[src/rtl/seq_detect_pkg.sv]
// Shared defaults for the serial pattern detector.
//   N_DEF       : pattern length in bits
//   PAT_RST_DEF : pattern loaded at reset (bit N-1 is received first)
//   CNT_W_DEF   : width of the saturating match counter
package seq_detect_pkg;
  localparam int          N_DEF       = 4;
  localparam logic [3:0]  PAT_RST_DEF = 4'b1011;
  localparam int          CNT_W_DEF   = 8;
endpackage

[src/rtl/sat_counter.sv]
// Saturating up-counter.
//   clk   : clock, rising edge
//   rst   : synchronous active-high reset, clears count
//   inc   : add one unless already at all-ones
//   count : registered count value
module sat_counter #(
  parameter int W = 8
) (
  input  logic         clk,
  input  logic         rst,
  input  logic         inc,
  output logic [W-1:0] count
);
  logic [W-1:0] cnt_q;

  always_ff @(posedge clk) begin
    if (rst)                       cnt_q <= '0;
    else if (inc && (cnt_q != '1)) cnt_q <= cnt_q + 1'b1;
  end

  assign count = cnt_q;
endmodule

[src/rtl/seq_detect_param.sv]
// Serial N-bit pattern detector with loadable pattern, overlap control
// and a saturating detection counter.
//   clk       : clock, rising edge
//   rst       : synchronous active-high reset
//   in        : serial data bit, sampled when in_valid=1
//   in_valid  : qualifies in
//   pat_load  : load pat_in as the pattern (wins over in_valid)
//   pat_in    : new pattern, bit N-1 is the first-received bit
//   overlap   : 1 = overlapping matches, 0 = non-overlapping
//   out       : registered one-cycle detect pulse
//   match_cnt : saturating count of detections
module seq_detect_param
  import seq_detect_pkg::*;
#(
  parameter int           N       = N_DEF,
  parameter logic [N-1:0] PAT_RST = N'(PAT_RST_DEF),
  parameter int           CNT_W   = CNT_W_DEF
) (
  input  logic             clk,
  input  logic             rst,
  input  logic             in,
  input  logic             in_valid,
  input  logic             pat_load,
  input  logic [N-1:0]     pat_in,
  input  logic             overlap,
  output logic             out,
  output logic [CNT_W-1:0] match_cnt
);
  localparam int           FW        = $clog2(N + 1);
  localparam logic [FW-1:0] FILL_FULL = FW'(N);

  logic [N-1:0]  pat_q, hist_q, hist_d;
  logic [FW-1:0] fill_q, fill_inc;
  logic          out_q;
  logic          match;

  // History and fill as they would be after accepting the current bit.
  assign hist_d   = {hist_q[N-2:0], in};
  assign fill_inc = (fill_q == FILL_FULL) ? FILL_FULL : fill_q + 1'b1;
  assign match    = in_valid && !pat_load && (fill_inc == FILL_FULL) && (hist_d == pat_q);

  always_ff @(posedge clk) begin
    if (rst) begin
      pat_q  <= PAT_RST;
      hist_q <= '0;
      fill_q <= '0;
      out_q  <= 1'b0;
    end else if (pat_load) begin
      // Any bit offered with the load is dropped; detection restarts clean.
      pat_q  <= pat_in;
      fill_q <= '0;
      out_q  <= 1'b0;
    end else if (in_valid) begin
      hist_q <= hist_d;
      // Non-overlap mode demands N fresh bits after every detection.
      fill_q <= (match && !overlap) ? '0 : fill_inc;
      out_q  <= match;
    end else begin
      out_q  <= 1'b0;
    end
  end

  assign out = out_q;

  sat_counter #(.W(CNT_W)) u_cnt (
    .clk  (clk),
    .rst  (rst),
    .inc  (match),
    .count(match_cnt)
  );
endmodule

[config.mk]
export PLATFORM = sky130hd
export DESIGN_NAME = seq_detect_param
export DESIGN_NICKNAME = d
export VERILOG_FILES = /design/src/rtl/seq_detect_pkg.sv /design/src/rtl/sat_counter.sv /design/src/rtl/seq_detect_param.sv
export SDC_FILE = /design/constraint.sdc
export NUM_CORES = 1
export LEC_CHECK = 0
export BUFFER_PORTS_ARGS = -buffer_cell sky130_fd_sc_hd__buf_2
export CORE_UTILIZATION = 43
export CTS_BUF_LIST = sky130_fd_sc_hd__clkbuf_4 sky130_fd_sc_hd__clkbuf_8
export CTS_CLUSTER_DIAMETER = 40
export CTS_CLUSTER_SIZE = 8
export DETAILED_ROUTE_END_ITERATION = 6
export SLEW_MARGIN = 20
export SYNTH_ARGS = -nofsm -noshare
export SYNTH_HDL_FRONTEND = slang
export SYNTH_SLANG_ARGS = --single-unit
[constraint.sdc]
create_clock -name clk -period 5.5 [get_ports clk]
set_input_delay 0 -clock clk [delete_from_list [all_inputs] [get_ports clk]]
set_output_delay 0 -clock clk [all_outputs]
set_load 0.005 [all_outputs]
==> results of run 1 <==
==> Yosys cell counts, types with 3 or more instances <==
cell                        n  area (um2)
sky130_fd_sc_hd__a211o_1    3        26.3
sky130_fd_sc_hd__clkbuf_1   3        11.3
sky130_fd_sc_hd__dfxtp_1   19         380
sky130_fd_sc_hd__ha_1       3        37.5
sky130_fd_sc_hd__inv_1      3        11.3
sky130_fd_sc_hd__mux2i_1    6        60.1
sky130_fd_sc_hd__nand2_1    4        15.0
sky130_fd_sc_hd__nand2b_1   3        18.8
sky130_fd_sc_hd__nand3_1    3        15.0
sky130_fd_sc_hd__nor2_1    13        48.8
sky130_fd_sc_hd__nor2b_1    5        31.3
sky130_fd_sc_hd__nor3_1     5        25.0
sky130_fd_sc_hd__xor2_1     5        43.8
==> tightest hold or removal path, cell delays in order <==
cell and delay [ns]:
sky130_fd_sc_hd__buf_2 0.13, sky130_fd_sc_hd__nand3_1 0.07, sky130_fd_sc_hd__a211oi_1 0.06
==> per-layer routing <==
layer,wire [um],up-vias,global-route usage (%)
met4,12,0,5.88
met5,0,-,0
met2,863,18,28.0
met3,58,2,3.74
met1,893,364,21.2
li1,-,417,-
==> worst min-delay path by stage <==
stage / startpoint / end / slack, ns / cells after the start
floorplan: pat_in[0] / pat_q[0]$_SDFFE_PP1P_ / 0.12 / 1
global placement: pat_in[0] / pat_q[0]$_SDFFE_PP1P_ / 0.20 / 2
detailed placement: pat_in[0] / pat_q[0]$_SDFFE_PP1P_ / 0.21 / 2
CTS: in_valid / fill_q[0]$_SDFFE_PP0P_ / 0.005 / 3
global route: in_valid / fill_q[0]$_SDFFE_PP0P_ / 0.01 / 3
finish: in_valid / fill_q[0]$_SDFFE_PP0P_ / 0.02 / 3
==> cells in the final DEF (no fill, tap or decap), types with 4 or more instances in the layout <==
cell                            count
sky130_fd_sc_hd__nand2_1            4
sky130_fd_sc_hd__clkbuf_4           4
sky130_fd_sc_hd__dfxtp_1           19
sky130_fd_sc_hd__nor2_1            13
sky130_fd_sc_hd__nor3_1             5
sky130_fd_sc_hd__mux2i_1            6
sky130_fd_sc_hd__buf_2             18
sky130_fd_sc_hd__xor2_1             5
sky130_fd_sc_hd__nor2b_1            5
sky130_fd_sc_hd__dlygate4sd3_1      5
==> cells by family after synthesis <==
family          count (synthesis)
compound gates                 14
fa+ha+maj                       3
mux                             6
buf+inv                         8
flops                          19
simple gates                   46
xor+xnor                        7
==> sequential cells by signal, indices dropped and copies added, names as in the netlist <==
| name | count |
|---|---|
| out | 1 |
| pat_q | 4 |
| fill_q | 3 |
| hist_q | 3 |
| u_cnt.count | 8 |
==> metrics by stage <==
step           power (mW)  utilization [%]  hold slack [ns]  instance area [um2]
3_5_place_dp        0.164             51.8            0.212                 1050
5_1_grt             0.251             55.8           0.0119                 1130
2_1_floorplan       0.159                -            0.118                  951
4_1_cts             0.243             55.8          0.00512                 1130
6_report            0.239             55.8           0.0151                 1130
3_3_place_gp        0.164             51.8            0.203                 1050
==> area by class of cell <==
class / count / area share [%]
clock buffer: 4 / 2.66
inverter: 3 / 0.999
multi-input combinational: 76 / 47.2
sequential: 19 / 33.7
tap: 27 / 3.00
timing repair buffer: 23 / 12.4
==> power groups by stage <==
stage / sequential (mW) / combinational, mW / clock [mW]
global route: 0.143 / 0.0233 / 0.0849
CTS: 0.143 / 0.0210 / 0.0796
floorplan: 0.145 / 0.0132 / 0
global placement: 0.146 / 0.0179 / 0
finish: 0.143 / 0.0209 / 0.0751
detailed placement: 0.146 / 0.0183 / 0
==> what timing repair did <==
| action | 4_1_cts | 5_1_grt |
|---|---|---|
| setup buffers | 0 | 0 |
| hold endpoints to repair | 5 | 0 |
| hold buffers | 5 | 0 |
==> metrics.md, run 1 <==
| Metric | Value |
|---|---|
| Result of the run | `finished, final reports clean` |
| Startpoint of the most critical register-to-register path | `fill_q[0]$_SDFFE_PP0P_` |
| Avg WL per Cell | `12.0 um` |
| Synth cell types | `35` |
| Clk network pwr share | `31.5%` |
| Routability-driven placement congestion ratio | `0.762` |
| Flip-flop cell with the highest count after synthesis | `sky130_fd_sc_hd__dfxtp_1` |
| Final setup skew | `0.00375 ns` |
| Worst reg-to-reg path cell count | `7` |
| Final cycle utilization of the critical path | `41.6%` |
| CP endpoint kind | `register` |
| Multiplexer share of the synthesized area | `6.32%` |
| Worst vdd rail ir drop | `0.130 mV` |
| Worst setup path endpoint | `u_cnt.count[3]$_SDFFE_PP0P_` |
| Top-level I/O count | `19` |
| HPWL after detailed placement | `1320 um` |
| Number of routed nets with antenna violations | `0` |
| CTS tree | `yes` |
| Clock root buffer | `sky130_fd_sc_hd__clkbuf_4` |
| Area enclosed by the die boundary | `0.00240 mm2` |
| Main combinational cell family by area after synthesis | `simple AND/OR/NAND/NOR gates` |
| Total power divided by cell area | `212 mW/mm2` |
| Arr. time, crit path | `2.49 ns` |
| Launching element of the worst setup path | `fill_q[0]$_SDFFE_PP0P_` |
| DR iter-0 viols | `14` |
| Initial antenna violation count | `0` |
| Kind of start point of the critical path | `register` |
| Filler-free cell count of the finished design | `152` |
| Fin Setup TNS | `0 ns` |
| Total net switching power | `54.7 uW` |
| Setup slack, reg-to-reg | `3.21 ns` |
| Die outline width | `49.0 um` |
| Cell count after synthesis | `103` |
| Via count of the routed design | `801` |
| Core region area | `0.00202 mm2` |
| Worst path slowest cell | `sky130_fd_sc_hd__a2111oi_0` |
| Average instance area after synthesis | `9.23 um2` |
| Starting utilization of the core area | `47.0%` |
| Die outline height | `49.0 um` |
| Largest net degree at the start of global routing | `21` |
| Setup repair after global routing missed its margin | `false` |
| Clock edge transition at the registers on the reported setup and hold paths | `0.11 ns` |
| Max-cap violation count | `0` |
| Category of the most critical setup path | `register to register` |
| Seq cells post-synth | `19` |
| Number of search-and-repair iterations in the first detailed-routing pass | `4` |
| Critical path depth in cells | `7` |
| Path type of the worst min-delay path | `input port to register` |
| Simple-Gate Fraction of Synth Area | `27.4%` |
| Total congestion overflow | `0` |
| Worst Path Max Fanout | `4` |
| Adder-cell area share of the yosys netlist | `3.95%` |
| Worst path cell trace | `inv_1 > ha_1 > nand2b_1 > a2111oi_0 > and3_1 > a21oi_1 > a31o_2` |
| Final Setup Violations | `0` |
| Switching fraction of total power | `22.9%` |
| Cell area after synthesis | `951 um2` |
| Static power due to leakage | `0.496 nW` |
| Endpoint of the most critical register-to-register path | `u_cnt.count[3]$_SDFFE_PP0P_` |
| Number of nets in the layout | `139` |
| Xor/xnor share of the synthesized area | `6.45%` |
| Number of warnings reported in the yosys synthesis log | `0` |
| Number of hold-slack violations in the final timing report | `0` |
| Combined flip-flop and latch cell area | `380 um2` |
| DRC violation count after routing | `0` |
| Worst Setup Slack post-DPL | `3.24 ns` |
| Number of buffers on the longest clock path | `2` |
| Worst Setup Slack, final | `3.21 ns` |
| Sequential cell area fraction in the yosys report | `40.0%` |
| Worst EP required | `5.70 ns` |
| Inst Count DP | `143` |
| Compound-gate portion of the synthesized area | `11.8%` |
| Area growth from synthesis to final layout | `18.6%` |
| Relative contribution of sequential cells to total power | `59.8%` |
| Cells resized by post-CTS repair | `0` |
| Fill cell instance count of the final layout | `192` |
| Pint | `184 uW` |
| Detail-routed via count per cell | `5.27` |
| Clk sinks | `19` |
| Area occupied by multi-input gates | `532 um2` |
| Measured slew at the worst slew-check pin | `0.626 ns` |
| CP Buf/Inv Count | `1` |
| Worst slew margin relative to its limit | `57.2%` |
| Global-route total usage across every layer | `16.8%` |
| FMAX | `0.437 GHz` |
| Total number of placement rows | `16` |
| Total count of max-transition violations in the final report | `0` |
| Net count of the mapped netlist | `116` |
| Shortest clock period the worst path allows after layout | `2.29 ns` |
| Largest stage delay on the critical path | `0.60 ns` |
| CTS H-tree depth | `1` |
| Combinational fraction of design power | `8.7%` |
| Cell family with the largest share of critical-path delay | `compound AO/OA/AOI/OAI gates` |
| EDFF count, synth | `0` |
| Wire length reported by the detailed router | `1830 um` |
| Buffers added on ports | `18` |
| First-pass GRT wire length | `3130 um` |
| Via count of the first global-routing pass | `754` |
| Share of post-route cells with drive strength above 1 | `21.6%` |
| Insertion delay of the later-clocked pin in the worst-skew pair | `0.29 ns` |
| Ys async rst share | `0%` |
| Ant. Diodes | `0` |
| Clock buffers created by TritonCTS | `3` |
No activity file was read; power rests on OpenSTA's default activity.
==> run 2, diff against run 1 <==
==> constraint.sdc (replaced) <==
create_clock -name clk -period 2.2 [get_ports clk]
set_input_delay 0 -clock clk [delete_from_list [all_inputs] [get_ports clk]]
set_output_delay 0 -clock clk [all_outputs]
set_load 0.005 [all_outputs]
==> run 2 against run 1 <==
Via count is 2.2% lower. Global-route usage is 0.84 points higher. Combinational power grew to 2.6 times the previous value. Sequential power is 150% higher. Register-to-register slack worse by 3.1 ns. Highest routed layer is now met3. Critical path type unchanged. Routed wire length is 4.3% lower. Clock power is 150% higher.
==> metrics.md, run 2 (synthesized netlist as in run 1, its figures left out) <==
| Metric | Value |
|---|---|
| Global-route total usage across every layer | `17.6%` |
| Combinational fraction of design power | `9.3%` |
| Starting utilization of the core area | `47.0%` |
| Relative contribution of sequential cells to total power | `59.7%` |
| Category of the most critical setup path | `register to register` |
| CTS tree | `yes` |
| Total power divided by cell area | `513 mW/mm2` |
| Number of search-and-repair iterations in the first detailed-routing pass | `4` |
| First-pass GRT wire length | `3330 um` |
| Number of buffers on the longest clock path | `2` |
| Number of routed nets with antenna violations | `0` |
| Via count of the first global-routing pass | `778` |
| Clk sinks | `19` |
| Highest-count cells in the layout ignoring fill and taps | `sky130_fd_sc_hd__dfxtp_1 (18), sky130_fd_sc_hd__buf_2 (18), sky130_fd_sc_hd__nor2_1 (13)` |
| Cell family with the largest share of critical-path delay | `simple AND/OR/NAND/NOR gates` |
| Worst vdd rail ir drop | `0.274 mV` |
| HPWL after detailed placement | `1240 um` |
| Path type of the worst min-delay path | `input port to register` |
| Static power due to leakage | `0.516 nW` |
| Number of hold-slack violations in the final timing report | `0` |
| Clock root buffer | `sky130_fd_sc_hd__clkbuf_4` |
| Via count of the routed design | `783` |
| Met1 GRT Util | `22.9%` |
| Wire length reported by the detailed router | `1750 um` |
| CP endpoint kind | `register` |
| Core region area | `0.00202 mm2` |
| FMAX | `0.481 GHz` |
| Worst slew margin relative to its limit | `74.9%` |
| Number of nets in the layout | `143` |
| Area enclosed by the die boundary | `0.00240 mm2` |
| Worst EP required | `2.39 ns` |
| Largest net degree at the start of global routing | `21` |
| Pint | `447 uW` |
| Total net switching power | `149 uW` |
| Measured slew at the worst slew-check pin | `0.372 ns` |
| Most Used Layer, Global Route | `met2` |
| Die outline width | `49.0 um` |
| Insertion delay of the later-clocked pin in the worst-skew pair | `0.30 ns` |
| Final setup skew | `0.00562 ns` |
| CP Buf/Inv Count | `1` |
| Flip-flop count of the largest register after layout | `8` |
| Worst path slowest cell | `sky130_fd_sc_hd__a2111o_1` |
| Worst path cell trace | `inv_1 > ha_1 > nand2b_1 > a2111o_1 > or4_1 > a22oi_1 > nor3_1` |
| Global-route track usage on met2 | `28.9%` |
| Buffers added on ports | `18` |
| Arr. time, crit path | `2.27 ns` |
| Worst Path Max Fanout | `5` |
| Die outline height | `49.0 um` |
| Setup repair after global routing missed its margin | `false` |
| Top-level I/O count | `19` |
| Final Setup Violations | `0` |
| Routability-driven placement congestion ratio | `0.758` |
| Avg WL per Cell | `11.2 um` |
| Total count of max-transition violations in the final report | `0` |
| Shortest clock period the worst path allows after layout | `2.08 ns` |
| Initial antenna violation count | `0` |
| CTS H-tree depth | `1` |
| Clock buffers created by TritonCTS | `3` |
| Max-cap violation count | `0` |
| Total congestion overflow | `0` |
| Fill cell instance count of the final layout | `190` |
| Fin Setup TNS | `0 ns` |
| Filler-free cell count of the finished design | `156` |
| DRC violation count after routing | `0` |
| GR Util met3 | `3.74%` |
| Share of post-route cells with drive strength above 1 | `24.8%` |
| Clock edge transition at the registers on the reported setup and hold paths | `0.11 ns` |
| DR iter-0 viols | `10` |
| Result of the run | `finished, final reports clean` |
| Final cycle utilization of the critical path | `94.4%` |
| Switching fraction of total power | `25.0%` |
| Kind of start point of the critical path | `register` |
| Inst Count DP | `146` |
| Area growth from synthesis to final layout | `22.1%` |
| Clk network pwr share | `31.0%` |
| Largest stage delay on the critical path | `0.46 ns` |
| Detail-routed via count per cell | `5.02` |
| Total number of placement rows | `16` |
| Ant. Diodes | `0` |
-- run 2: metal layers --
layer  part of all wire, %  up-vias
met5                     0        -
met4                     0        0
met3                   2.6        0
met2                    43       10
met1                    54      350
li1                      -      423
-- run 2: repair_timing --
item | in CTS | in global routing
setup buffers | 0 | 0
hold endpoints to repair | 6 | 0
setup endpoints to repair | 0 | 3
hold buffers | 6 | 0
gates resized for setup | 0 | 3
-- run 2: path summary, 6_finish.rpt --
| path | start | to | slack, ns | cells after the start |
|---|---|---|---|---|
| max | fill_q[0]$_SDFFE_PP0P_ | fill_q[2]$_SDFFE_PP0P_ | 0.12 | 7 |
| max reg2reg | fill_q[0]$_SDFFE_PP0P_ | fill_q[2]$_SDFFE_PP0P_ | 0.12 | 7 |
| min reg2reg | u_cnt.count[7]$_SDFFE_PP0P_ | u_cnt.count[7]$_SDFFE_PP0P_ | 0.51 | 2 |
| min | pat_load | fill_q[1]$_SDFFE_PP0P_ | 0.01 | 2 |
-- run 2: worst register-to-register path: cells and delay by family (launching register included) --
| kind | cells | cell delay, ns |
|---|---|---|
| AO/OA/AOI/OAI | 2 | 0.61 |
| adder cells (fa/ha/maj) | 1 | 0.30 |
| buffers and inverters | 1 | 0.06 |
| flip-flops | 1 | 0.35 |
| AND/OR/NAND/NOR | 3 | 0.66 |
-- run 2: power groups by stage --
stage | clock, mW | combinational, mW | sequential (mW)
detailed placement | 0 | 0.0467 | 0.364
finish | 0.185 | 0.0552 | 0.356
global route | 0.206 | 0.0631 | 0.357
CTS | 0.192 | 0.0550 | 0.356
floorplan | 0 | 0.0331 | 0.363
global placement | 0 | 0.0463 | 0.364
-- run 2: layout make-up --
class / count / area, um2 / share of cell area (%)
multi-input combinational: 76 / 534 / 46.0
sequential: 19 / 382 / 32.9
timing repair buffer: 27 / 173 / 14.9
tap: 27 / 33.8 / 2.91
clock buffer: 3 / 22.5 / 1.94
inverter: 3 / 11.3 / 0.970
clock inverter: 1 / 5.00 / 0.431
-- run 2: stage by stage --
step	instance area (um2)	hold slack (ns)	setup slack [ns]	util [%]	power, mW
2_1_floorplan	951	0.118	0.127	-	0.396
3_3_place_gp	1070	0.200	0.0808	52.9	0.410
3_5_place_dp	1070	0.211	0.103	52.9	0.411
4_1_cts	1160	0.0138	0.0825	57.2	0.603
5_1_grt	1160	0.0353	0.00770	57.4	0.626
6_report	1160	0.00961	0.123	57.4	0.596
